File: src/rtl/mbist_pkg.sv
// rtl/mbist_pkg.sv - shared types and March C- element table for the MBIST engine
package mbist_pkg;

  typedef enum logic [1:0] {IDLE, RUN, DRAIN, DONE} state_e;

  localparam int NUM_ELEM = 6;

  // One bit per element index; bits 6..7 pad the table to the 3-bit element counter.
  localparam logic [7:0] ELEM_DOWN    = 8'b0001_1000;  // elements 3,4 walk addresses downward
  localparam logic [7:0] ELEM_TWO_OPS = 8'b0001_1110;  // elements 1..4 do read-then-write
  localparam logic [7:0] OP0_READ     = 8'b0011_1110;  // first op is a read except in element 0
  localparam logic [7:0] OP0_DATA     = 8'b0001_0100;  // background of the first op
  localparam logic [7:0] OP1_DATA     = 8'b0000_1010;  // background of the second op (always a write)

  // Second op of an element is always a write.
  function automatic logic op_is_read(input logic [2:0] elem, input logic op);
    return op ? 1'b0 : OP0_READ[elem];
  endfunction

  function automatic logic op_data(input logic [2:0] elem, input logic op);
    return op ? OP1_DATA[elem] : OP0_DATA[elem];
  endfunction

endpackage

File: src/rtl/mbist_cmp_pipe.sv
// rtl/mbist_cmp_pipe.sv - read-tag delay line, registered comparator, saturating fail counter
module mbist_cmp_pipe #(
  parameter int WLENGTH = 4,
  parameter int AW      = 8,
  parameter int RD_LAT  = 1,
  parameter int FCW     = 8
) (
  input  logic               clk,
  input  logic               rst,
  input  logic               clear,
  input  logic               issue_read,
  input  logic [AW-1:0]      issue_addr,
  input  logic [2:0]         issue_elem,
  input  logic [WLENGTH-1:0] issue_exp,
  input  logic [WLENGTH-1:0] mem_rdata,
  output logic               fail_valid,
  output logic [AW-1:0]      fail_addr,
  output logic [2:0]         fail_elem,
  output logic [FCW-1:0]     fail_count
);

  localparam int TW = 1 + 3 + AW + WLENGTH;

  logic [TW-1:0]      tag_q [RD_LAT];
  logic               t_read;
  logic [2:0]         t_elem;
  logic [AW-1:0]      t_addr;
  logic [WLENGTH-1:0] t_exp;
  logic               mismatch;

  // Carry each issued op's tag alongside the RAM latency so it meets its read data.
  always_ff @(posedge clk) begin
    if (rst) begin
      for (int i = 0; i < RD_LAT; i++) tag_q[i] <= '0;
    end else begin
      tag_q[0] <= {issue_read, issue_elem, issue_addr, issue_exp};
      for (int i = 1; i < RD_LAT; i++) tag_q[i] <= tag_q[i-1];
    end
  end

  assign {t_read, t_elem, t_addr, t_exp} = tag_q[RD_LAT-1];
  assign mismatch = t_read && (mem_rdata != t_exp);

  // Register the verdict on the aligned read data; writes carry t_read=0 and never compare.
  always_ff @(posedge clk) begin
    if (rst) begin
      fail_valid <= 1'b0;
      fail_addr  <= '0;
      fail_elem  <= '0;
    end else begin
      fail_valid <= mismatch;
      fail_addr  <= mismatch ? t_addr : '0;
      fail_elem  <= mismatch ? t_elem : '0;
    end
  end

  // Count mismatches, sticking at all-ones instead of wrapping.
  always_ff @(posedge clk) begin
    if (rst || clear) begin
      fail_count <= '0;
    end else if (mismatch && (fail_count != {FCW{1'b1}})) begin
      fail_count <= fail_count + 1'b1;
    end
  end

endmodule

File: src/rtl/march_c_sequencer.sv
// rtl/march_c_sequencer.sv - March C- MBIST sequencer: FSM and address/op/element counters
module march_c_sequencer
  import mbist_pkg::*;
#(
  parameter int  WCOUNT  = 256,
  parameter int  WLENGTH = 4,
  parameter int  RD_LAT  = 1,
  parameter int  FCW     = 8,
  localparam int AW      = $clog2(WCOUNT)
) (
  input  logic               clk,
  input  logic               rst,
  input  logic               start,
  output logic [AW-1:0]      mem_addr,
  output logic [WLENGTH-1:0] mem_wdata,
  output logic               mem_we,
  input  logic [WLENGTH-1:0] mem_rdata,
  output logic               busy,
  output logic               done,
  output logic               pass,
  output logic               fail_valid,
  output logic [AW-1:0]      fail_addr,
  output logic [2:0]         fail_elem,
  output logic [FCW-1:0]     fail_count
);

  state_e             state_q, state_d;
  logic [AW-1:0]      addr_q, addr_d;
  logic               op_q, op_d;
  logic [2:0]         elem_q, elem_d, elem_nxt;
  logic [2:0]         drain_q, drain_d;
  logic               pass_q, pass_d;
  logic               cnt_clear;
  logic               rd_issue;
  logic               bg;
  logic               last_op;
  logic               last_addr;
  logic [WLENGTH-1:0] rd_exp;

  // State and counter registers.
  always_ff @(posedge clk) begin
    if (rst) begin
      state_q <= IDLE;
      addr_q  <= '0;
      op_q    <= 1'b0;
      elem_q  <= '0;
      drain_q <= '0;
      pass_q  <= 1'b1;
    end else begin
      state_q <= state_d;
      addr_q  <= addr_d;
      op_q    <= op_d;
      elem_q  <= elem_d;
      drain_q <= drain_d;
      pass_q  <= pass_d;
    end
  end

  // Next-state, counter stepping and RAM-side outputs.
  always_comb begin
    state_d   = state_q;
    addr_d    = addr_q;
    op_d      = op_q;
    elem_d    = elem_q;
    drain_d   = drain_q;
    pass_d    = pass_q;
    elem_nxt  = elem_q + 3'd1;
    mem_addr  = '0;
    mem_wdata = '0;
    mem_we    = 1'b0;
    busy      = 1'b0;
    done      = 1'b0;
    pass      = pass_q;
    cnt_clear = 1'b0;
    rd_issue  = 1'b0;
    bg        = 1'b0;
    rd_exp    = '0;
    last_op   = 1'b0;
    last_addr = 1'b0;
    case (state_q)
      IDLE: begin
        if (start) begin
          state_d   = RUN;
          cnt_clear = 1'b1;
          pass_d    = 1'b1;
          addr_d    = '0;
          op_d      = 1'b0;
          elem_d    = '0;
        end
      end
      RUN: begin
        busy      = 1'b1;
        bg        = op_data(elem_q, op_q);
        rd_issue  = op_is_read(elem_q, op_q);
        rd_exp    = {WLENGTH{bg}};
        mem_addr  = addr_q;
        mem_wdata = {WLENGTH{bg}};
        mem_we    = !rd_issue;
        last_op   = op_q || !ELEM_TWO_OPS[elem_q];
        last_addr = ELEM_DOWN[elem_q] ? (addr_q == '0) : (addr_q == {AW{1'b1}});
        if (!last_op) begin
          op_d = 1'b1;
        end else begin
          op_d = 1'b0;
          if (!last_addr) begin
            addr_d = ELEM_DOWN[elem_q] ? addr_q - 1'b1 : addr_q + 1'b1;
          end else if (elem_q == 3'(NUM_ELEM - 1)) begin
            state_d = DRAIN;
            drain_d = '0;
            addr_d  = '0;
          end else begin
            // Element boundary reloads the address rather than letting it wrap.
            elem_d = elem_nxt;
            addr_d = ELEM_DOWN[elem_nxt] ? {AW{1'b1}} : '0;
          end
        end
      end
      DRAIN: begin
        busy = 1'b1;
        if (drain_q == 3'(RD_LAT)) state_d = DONE;
        else                       drain_d = drain_q + 3'd1;
      end
      DONE: begin
        done    = 1'b1;
        pass    = (fail_count == '0);
        pass_d  = pass;
        state_d = IDLE;
      end
      default: state_d = IDLE;
    endcase
  end

  mbist_cmp_pipe #(
    .WLENGTH(WLENGTH),
    .AW     (AW),
    .RD_LAT (RD_LAT),
    .FCW    (FCW)
  ) u_cmp (
    .clk       (clk),
    .rst       (rst),
    .clear     (cnt_clear),
    .issue_read(rd_issue),
    .issue_addr(mem_addr),
    .issue_elem(elem_q),
    .issue_exp (rd_exp),
    .mem_rdata (mem_rdata),
    .fail_valid(fail_valid),
    .fail_addr (fail_addr),
    .fail_elem (fail_elem),
    .fail_count(fail_count)
  );

endmodule
File: config.mk
export PLATFORM = sky130hd
export DESIGN_NAME = march_c_sequencer
export DESIGN_NICKNAME = d
export VERILOG_FILES = /design/src/rtl/mbist_pkg.sv /design/src/rtl/mbist_cmp_pipe.sv /design/src/rtl/march_c_sequencer.sv
export SDC_FILE = /design/constraint.sdc
export NUM_CORES = 1
export LEC_CHECK = 0
export CAP_MARGIN = 20
export CORE_MARGIN = 2
export CORE_UTILIZATION = 50
export CTS_BUF_LIST = sky130_fd_sc_hd__clkbuf_2
export DETAILED_ROUTE_END_ITERATION = 8
export PLACE_DENSITY_LB_ADDON = 0.05
export RECOVER_POWER = 50
export SYNTH_ARGS = -nofsm -noshare
export SYNTH_HDL_FRONTEND = slang
export SYNTH_SLANG_ARGS = --single-unit
File: constraint.sdc
create_clock -name clk -period 6.4 [get_ports clk]
set_input_delay 0.96 -clock clk [delete_from_list [all_inputs] [get_ports clk]]
set_output_delay 0.96 -clock clk [all_outputs]
set_load 0.01 [all_outputs]
After elaboration in Yosys (flattened, before gate mapping)
Memory sizes are Yosys's and may differ from the RTL's. A register that Yosys moved wholly into a read port is not among the register bits. Cells that the tools add are included.

Add/subtract/negate cells: 5. Order comparisons: 2. Eq/ne operators: 15. Multiplexer cells: 61. Bitwise logic cells: 1. Reduce and logical (&&, ||, !) cells: 21.

Operators by type and width (count): $mux 8 (7); $mux 3 (18); $mux 1 (23); $add 8x1->8 const B (2); $logic_not 8->1 (2); $mux 16 (1); $pmux 8 s2 (1); $reduce_or 16->1 (1); $reduce_and 5->1 (3); $ne 2x2->1 const B (7); $pmux 3 s2 (2); $mux 2 (5); $eq 8x8->1 const B (1); $lt 3x4->1 const B (2); $ne 8x8->1 const B (1); $pmux 2 s4 (1); $sub 8x1->8 const B (1); $add 3x1->3 const B (2); $reduce_bool 2->1 (3); $eq 2x2->1 const B (2); $mux 4 (1); $ne 4x4->1 (1); $pmux 1 s2 (2); $reduce_and 2->1 (2); other kinds (10) (14).

Bits in registers: 38. Bits in writable memories: 16. ROM bits: 48. Input bits: 7. Word-level logic and storage cells: 122. Memories kept: 7.

Memories: u_cmp.tag_q (depth 1, width 16, rd ports 1, clocked after memory_dff 0, wr ports 1, RTL line mbist_cmp_pipe.sv:24) `logic [TW-1:0] tag_q [RD_LAT];`; (no name shown) (depth 8, width 1, rd ports 1, clocked after memory_dff 0, wr ports 0, RTL line march_c_sequencer.sv:114) `addr_d = ELEM_DOWN[elem_nxt] ? {AW{1'b1}} : '0;`; (no name shown) (depth 8, width 1, rd ports 1, clocked after memory_dff 1, wr ports 0, RTL line march_c_sequencer.sv:106) `addr_d = ELEM_DOWN[elem_q] ? addr_q - 1'b1 : addr_q + 1'b1;`; (no name shown) (depth 8, width 1, rd ports 1, clocked after memory_dff 1, wr ports 0, RTL line march_c_sequencer.sv:99) `last_op = op_q || !ELEM_TWO_OPS[elem_q];`; (no name shown) (depth 8, width 1, rd ports 1, clocked after memory_dff 1, wr ports 0, RTL line mbist_pkg.sv:17) `return op ? 1'b0 : OP0_READ[elem];`; (no name shown) (depth 8, width 1, rd ports 1, clocked after memory_dff 1, wr ports 0, RTL line mbist_pkg.sv:21) `return op ? OP1_DATA[elem] : OP0_DATA[elem];`; 1 more memories.

Depth between registers and ports, before layout
Depth after elaboration: 8. Mapped depth: 10. Gate-level depth less buffers: 8.

Modules after synthesis
Synthesis repeated with hierarchy kept, for this count alone.

Cell total of the unflattened synthesis: 318. Area total of the unflattened synthesis: 3010.4 µm².

By module, submodules not included: march_c_sequencer (instances 1, cells each 208, area an instance 1800.5 µm², seq. area each 460.4 µm²); mbist_cmp_pipe (instances 1, cells each 110, area an instance 1209.9 µm², seq. area each 720.7 µm²).

Worst setup path after synthesis
OpenSTA, ideal clock, no wires.

Path type: input port to flip-flop. From: input port start. To: register (tool-made name). Setup time: 0.127 ns. Arrival: 2.304 ns. Required time: 6.273 ns. Setup slack: 3.968 ns. Cell stages on the path: 6. Buffers on the path: 0. Cells stage by stage: mux2_2 -> a21oi_1 -> nor3_1 -> a211oi_1 -> nor2_1 -> xnor2_1.

RTL lines: start: declaration (RTL line march_c_sequencer.sv:13) `input logic start,`.

Final worst setup path
From: register state_q[1]. To: output port mem_wdata[2].

Word-level cells in the longest chain between the ends: 2.

Ends and longest elaborated chain: start: declaration (RTL line march_c_sequencer.sv:27) `state_e state_q, state_d;`; start signal: assignment (RTL line march_c_sequencer.sv:50) `state_q <= state_d;`; $eq 2x1->1 (RTL line march_c_sequencer.sv:80) `case (state_q)`; $mux 4 (RTL line march_c_sequencer.sv:80); end: declaration (RTL line march_c_sequencer.sv:15) `output logic [WLENGTH-1:0] mem_wdata,`.

Every way passes these cells.

==> qor_table.md <==
| Group | Quantity | This run |
|---|---|---|
| setup path | Type of element capturing the critical path | primary output |
| detailed routing | Total Routed Length | 5320 um |
| detailed routing | DRT antenna net count | 0 |
| clock network | Post-CTS sizing | 0 |
| die | Initial core utilization | 51.0% |
| detailed routing | Routed vias | 2261 |
| yosys | Largest area contributor in the synthesized netlist | sky130_fd_sc_hd__dfxtp_1 |
| place | # port buffers | 42 |
| yosys | Post-synthesis sequential area ratio | 40.4% |
| min path | Min-delay worst type | reg -> reg |
| sta | RSZ-0062 raised after global routing | no |
| die | Y dimension of the die | 78.5 um |
| yosys | Synth top cells by count | sky130_fd_sc_hd__dfxtp_1, sky130_fd_sc_hd__nand2_1, sky130_fd_sc_hd__and2_1 |
| setup path | Critical Path AT | 2.49 ns |
| detailed routing | Routed length per placed instance | 12.2 um |
| sta | Final period util | 54.0% |
| yosys | Synth Flop Type | sky130_fd_sc_hd__dfxtp_1 |
| finish | Multi-input gate area | 1530 um^2 |
| finish | Filler Cells Inserted | 481 |
| setup path | Sort of element at the start of the critical path | register |
| yosys | Largest cells by area after synthesis | sky130_fd_sc_hd__dfxtp_1, sky130_fd_sc_hd__ha_1, sky130_fd_sc_hd__and2_1 |
| sta | Hold violation total from the final report | 0 |
| clock network | Num CTS Buffers | 5 |
| yosys | Post-synthesis cell area | 2770 um^2 |
| sta | Hold Worst Slack | 0.465 ns |
| sta | # setup viols final | 0 |
| die | Number of I/O pins | 43 |
| place | Global placer's final weighted congestion | 0.849 |
| yosys | Number of distinct library cells after synthesis | 49 |
| clock network | CTS max path bufs | 2 |
| sta | Max-slew violations | 0 |
| die | DIE AREA | 6160 um^2 |
| clock network | Clock net sink count | 56 |
| sta | Highest clock frequency the design can meet | 290 MHz |
| yosys | Count of flip-flops with a built-in enable after synthesis | 0 |
| place | Sum of net half-perimeters after detailed placement | 4000 um |
| global route | Maximum number of pins on one net before global-route repair | 22 |
| yosys | Synth Area per Inst | 8.64 um^2 |
| setup path | Crit Path Class | reg -> out |
| yosys | Area fraction of the dominant cell type after synthesis | 40.4% |
| yosys | Async S/R FF share, synth | 0% |
| clock network | Number of H-tree levels | 2 |
| global route | Number of global-route vias before repair | 2029 |
| sta | Final Skew | 0.0336 ns |
| yosys | Post-synthesis net count | 348 |
| die | Horizontal die dimension | 78.5 um |
| clock network | Register clock-pin slew on the reported worst setup and hold paths | 0.27 ns |
| die | Floorplan Core Area | 5440 um^2 |
| global route | Total gr overflow | 0 |
| detailed routing | Remaining design rule violation count | 0 |
| yosys | Yosys Warn Count | 0 |
| clock network | CTS tree | built |
| sta | Sum Neg Setup Slack | 0 ns |
| outcome | Run status | complete, no violations |
| global route | Antenna violations before repair | 0 |
| sta | Slew at the pin closest to its max-slew limit | 0.825 ns |
| sta | Shortest clock period the worst path allows after layout | 3.45 ns |
| clock network | Clock insertion delay at the later pin of the skew report | 0.48 ns |
| finish | Number of nets in the layout | 388 |
| global route | Gr usage total | 18.3% |
| setup path | Data required time at the worst endpoint | 5.44 ns |
| detailed routing | Number of vias per cell | 5.21 |
| die | Std-Cell Rows | 27 |
| power | IR Drop Worst-Case VDD | 0.168 mV |
| detailed routing | Pre-Repair DR Iteration Count | 4 |
| sta | Relative max-transition margin | 44.6% |
| setup path | Flop2flop setup slack | 3.44 ns |
| yosys | Gate count after technology mapping | 321 |
| global route | Global-route wire length before repair | 9050 um |
| clock network | Count of buffers added by post-CTS timing repair for setup | 0 |
| detailed routing | Drt initial violations | 74 |
| finish | Sequential cell area | 1120 um^2 |
| power | Ratio of total power to cell area | 220 nW/um^2 |
| setup path | Maximum fanout encountered on the critical timing path | 21 |
| finish | Ratio of cells with drive above 1 in the final layout | 4.97% |
| finish | Antenna diodes | 0 |
| finish | Synth-to-Final Area Change | 18.4% |
| clock network | Hold bufs inserted after CTS | 0 |
| power | Leak pwr | 1.21 nW |
| yosys | Synthesized flop and latch total | 56 |
| yosys | Count leader, synth | sky130_fd_sc_hd__dfxtp_1 |
| job | Max-cap check violation count | 0 |
| clock network | Clk root buf | sky130_fd_sc_hd__clkbuf_2 |
[report_power, final]
group          internal, mW  switching (mW)  total, mW
Sequential            0.364          0.0151      0.380
Clock                0.0307           0.117      0.148
Combinational        0.0728           0.120      0.193
Total                 0.468           0.253      0.721
[sequential cells by signal, summed over array words and instances, names as in the netlist, named ones only]
| register | flops |
|---|---|
| pass_q | 1 |
| u_cmp.fail_count | 8 |
| u_cmp.fail_elem | 3 |
| u_cmp.tag_q | 13 |
| state_q | 2 |
| op_q | 1 |
| u_cmp.fail_valid | 1 |
| addr_q | 8 |
| drain_q | 3 |
| elem_q | 3 |
| u_cmp.fail_addr | 8 |
[metrics by stage]
step | power, mW | cell area (um^2) | setup slack (ns) | std cells | utilization, %
floorplan | 0.528 | 2770 | 3.97 | 321 | -
detailed placement | 0.580 | 3230 | 2.57 | 426 | 59.4
CTS | 0.729 | 3280 | 2.88 | 434 | 60.3
global route | 0.765 | 3280 | 2.70 | 434 | 60.3
global placement | 0.579 | 3230 | 2.66 | 426 | 59.4
finish | 0.721 | 3280 | 2.95 | 434 | 60.3
[critical path, stage by stage (launching register included)]
cell                              delay (ns)
sky130_fd_sc_hd__dfxtp_1                0.41
sky130_fd_sc_hd__inv_1                  0.11
sky130_fd_sc_hd__ha_1                   0.54
sky130_fd_sc_hd__nor2b_1                0.39
sky130_fd_sc_hd__clkdlybuf4s50_1        0.61
[path summary, 6_finish.rpt]
kind	depth (start not counted)	endpoint	from
max	4	mem_wdata[2]	state_q[1]
min	1	u_cmp.fail_addr[6]	u_cmp.tag_q[0][10]
max reg2reg	8	register	state_q[1]
min reg2reg	1	u_cmp.fail_addr[6]	u_cmp.tag_q[0][10]
[placed cells by master, fill, tap and decap left out, types with 5 or more instances in the layout]
cell,instances
sky130_fd_sc_hd__nor3_1,7
sky130_fd_sc_hd__xnor2_1,7
sky130_fd_sc_hd__or3_1,7
sky130_fd_sc_hd__nor4_1,5
sky130_fd_sc_hd__ha_1,19
sky130_fd_sc_hd__and2_0,12
sky130_fd_sc_hd__and2_1,17
sky130_fd_sc_hd__nand3_1,10
sky130_fd_sc_hd__nand2_1,31
sky130_fd_sc_hd__clkbuf_2,5
sky130_fd_sc_hd__o21ai_0,20
sky130_fd_sc_hd__dfxtp_1,56
sky130_fd_sc_hd__mux2i_1,5
sky130_fd_sc_hd__clkdlybuf4s50_1,31
sky130_fd_sc_hd__a21oi_1,21
sky130_fd_sc_hd__inv_1,17
sky130_fd_sc_hd__nor2_1,25
sky130_fd_sc_hd__nor2b_1,8
sky130_fd_sc_hd__dlygate4sd3_1,11
[cell families (layout without fill, tap and decap cells)]
logic type | Yosys count | count (layout) | synth area share [%]
AND/OR/NAND/NOR | 143 | 143 | 27.6
AO/OA/AOI/OAI | 60 | 60 | 13.0
flip-flops | 56 | 56 | 40.4
buffers and inverters | 26 | 67 | 4.24
adder cells (fa/ha/maj) | 20 | 20 | 9.30
XOR/XNOR | 9 | 9 | 2.84
multiplexers | 7 | 7 | 2.62
[layer usage]
| layer | part of all wire, % | track usage [%] | vias up |
|---|---|---|---|
| li1 | - | - | 1183 |
| met1 | 48 | 23.7 | 1007 |
| met2 | 44 | 30.3 | 65 |
| met3 | 6.3 | 4.14 | 6 |
| met4 | 1.2 | 6.14 | 0 |
| met5 | 0 | 0 | - |
[cell type report]
cell class	count	share of cell area, %
multi-input combinational	239	46.7
tap	72	2.74
clock inverter	3	0.839
sequential	56	34.2
clock buffer	5	0.762
inverter	17	1.94
timing repair buffer	42	12.8
Power figures use the tool's default switching activity.
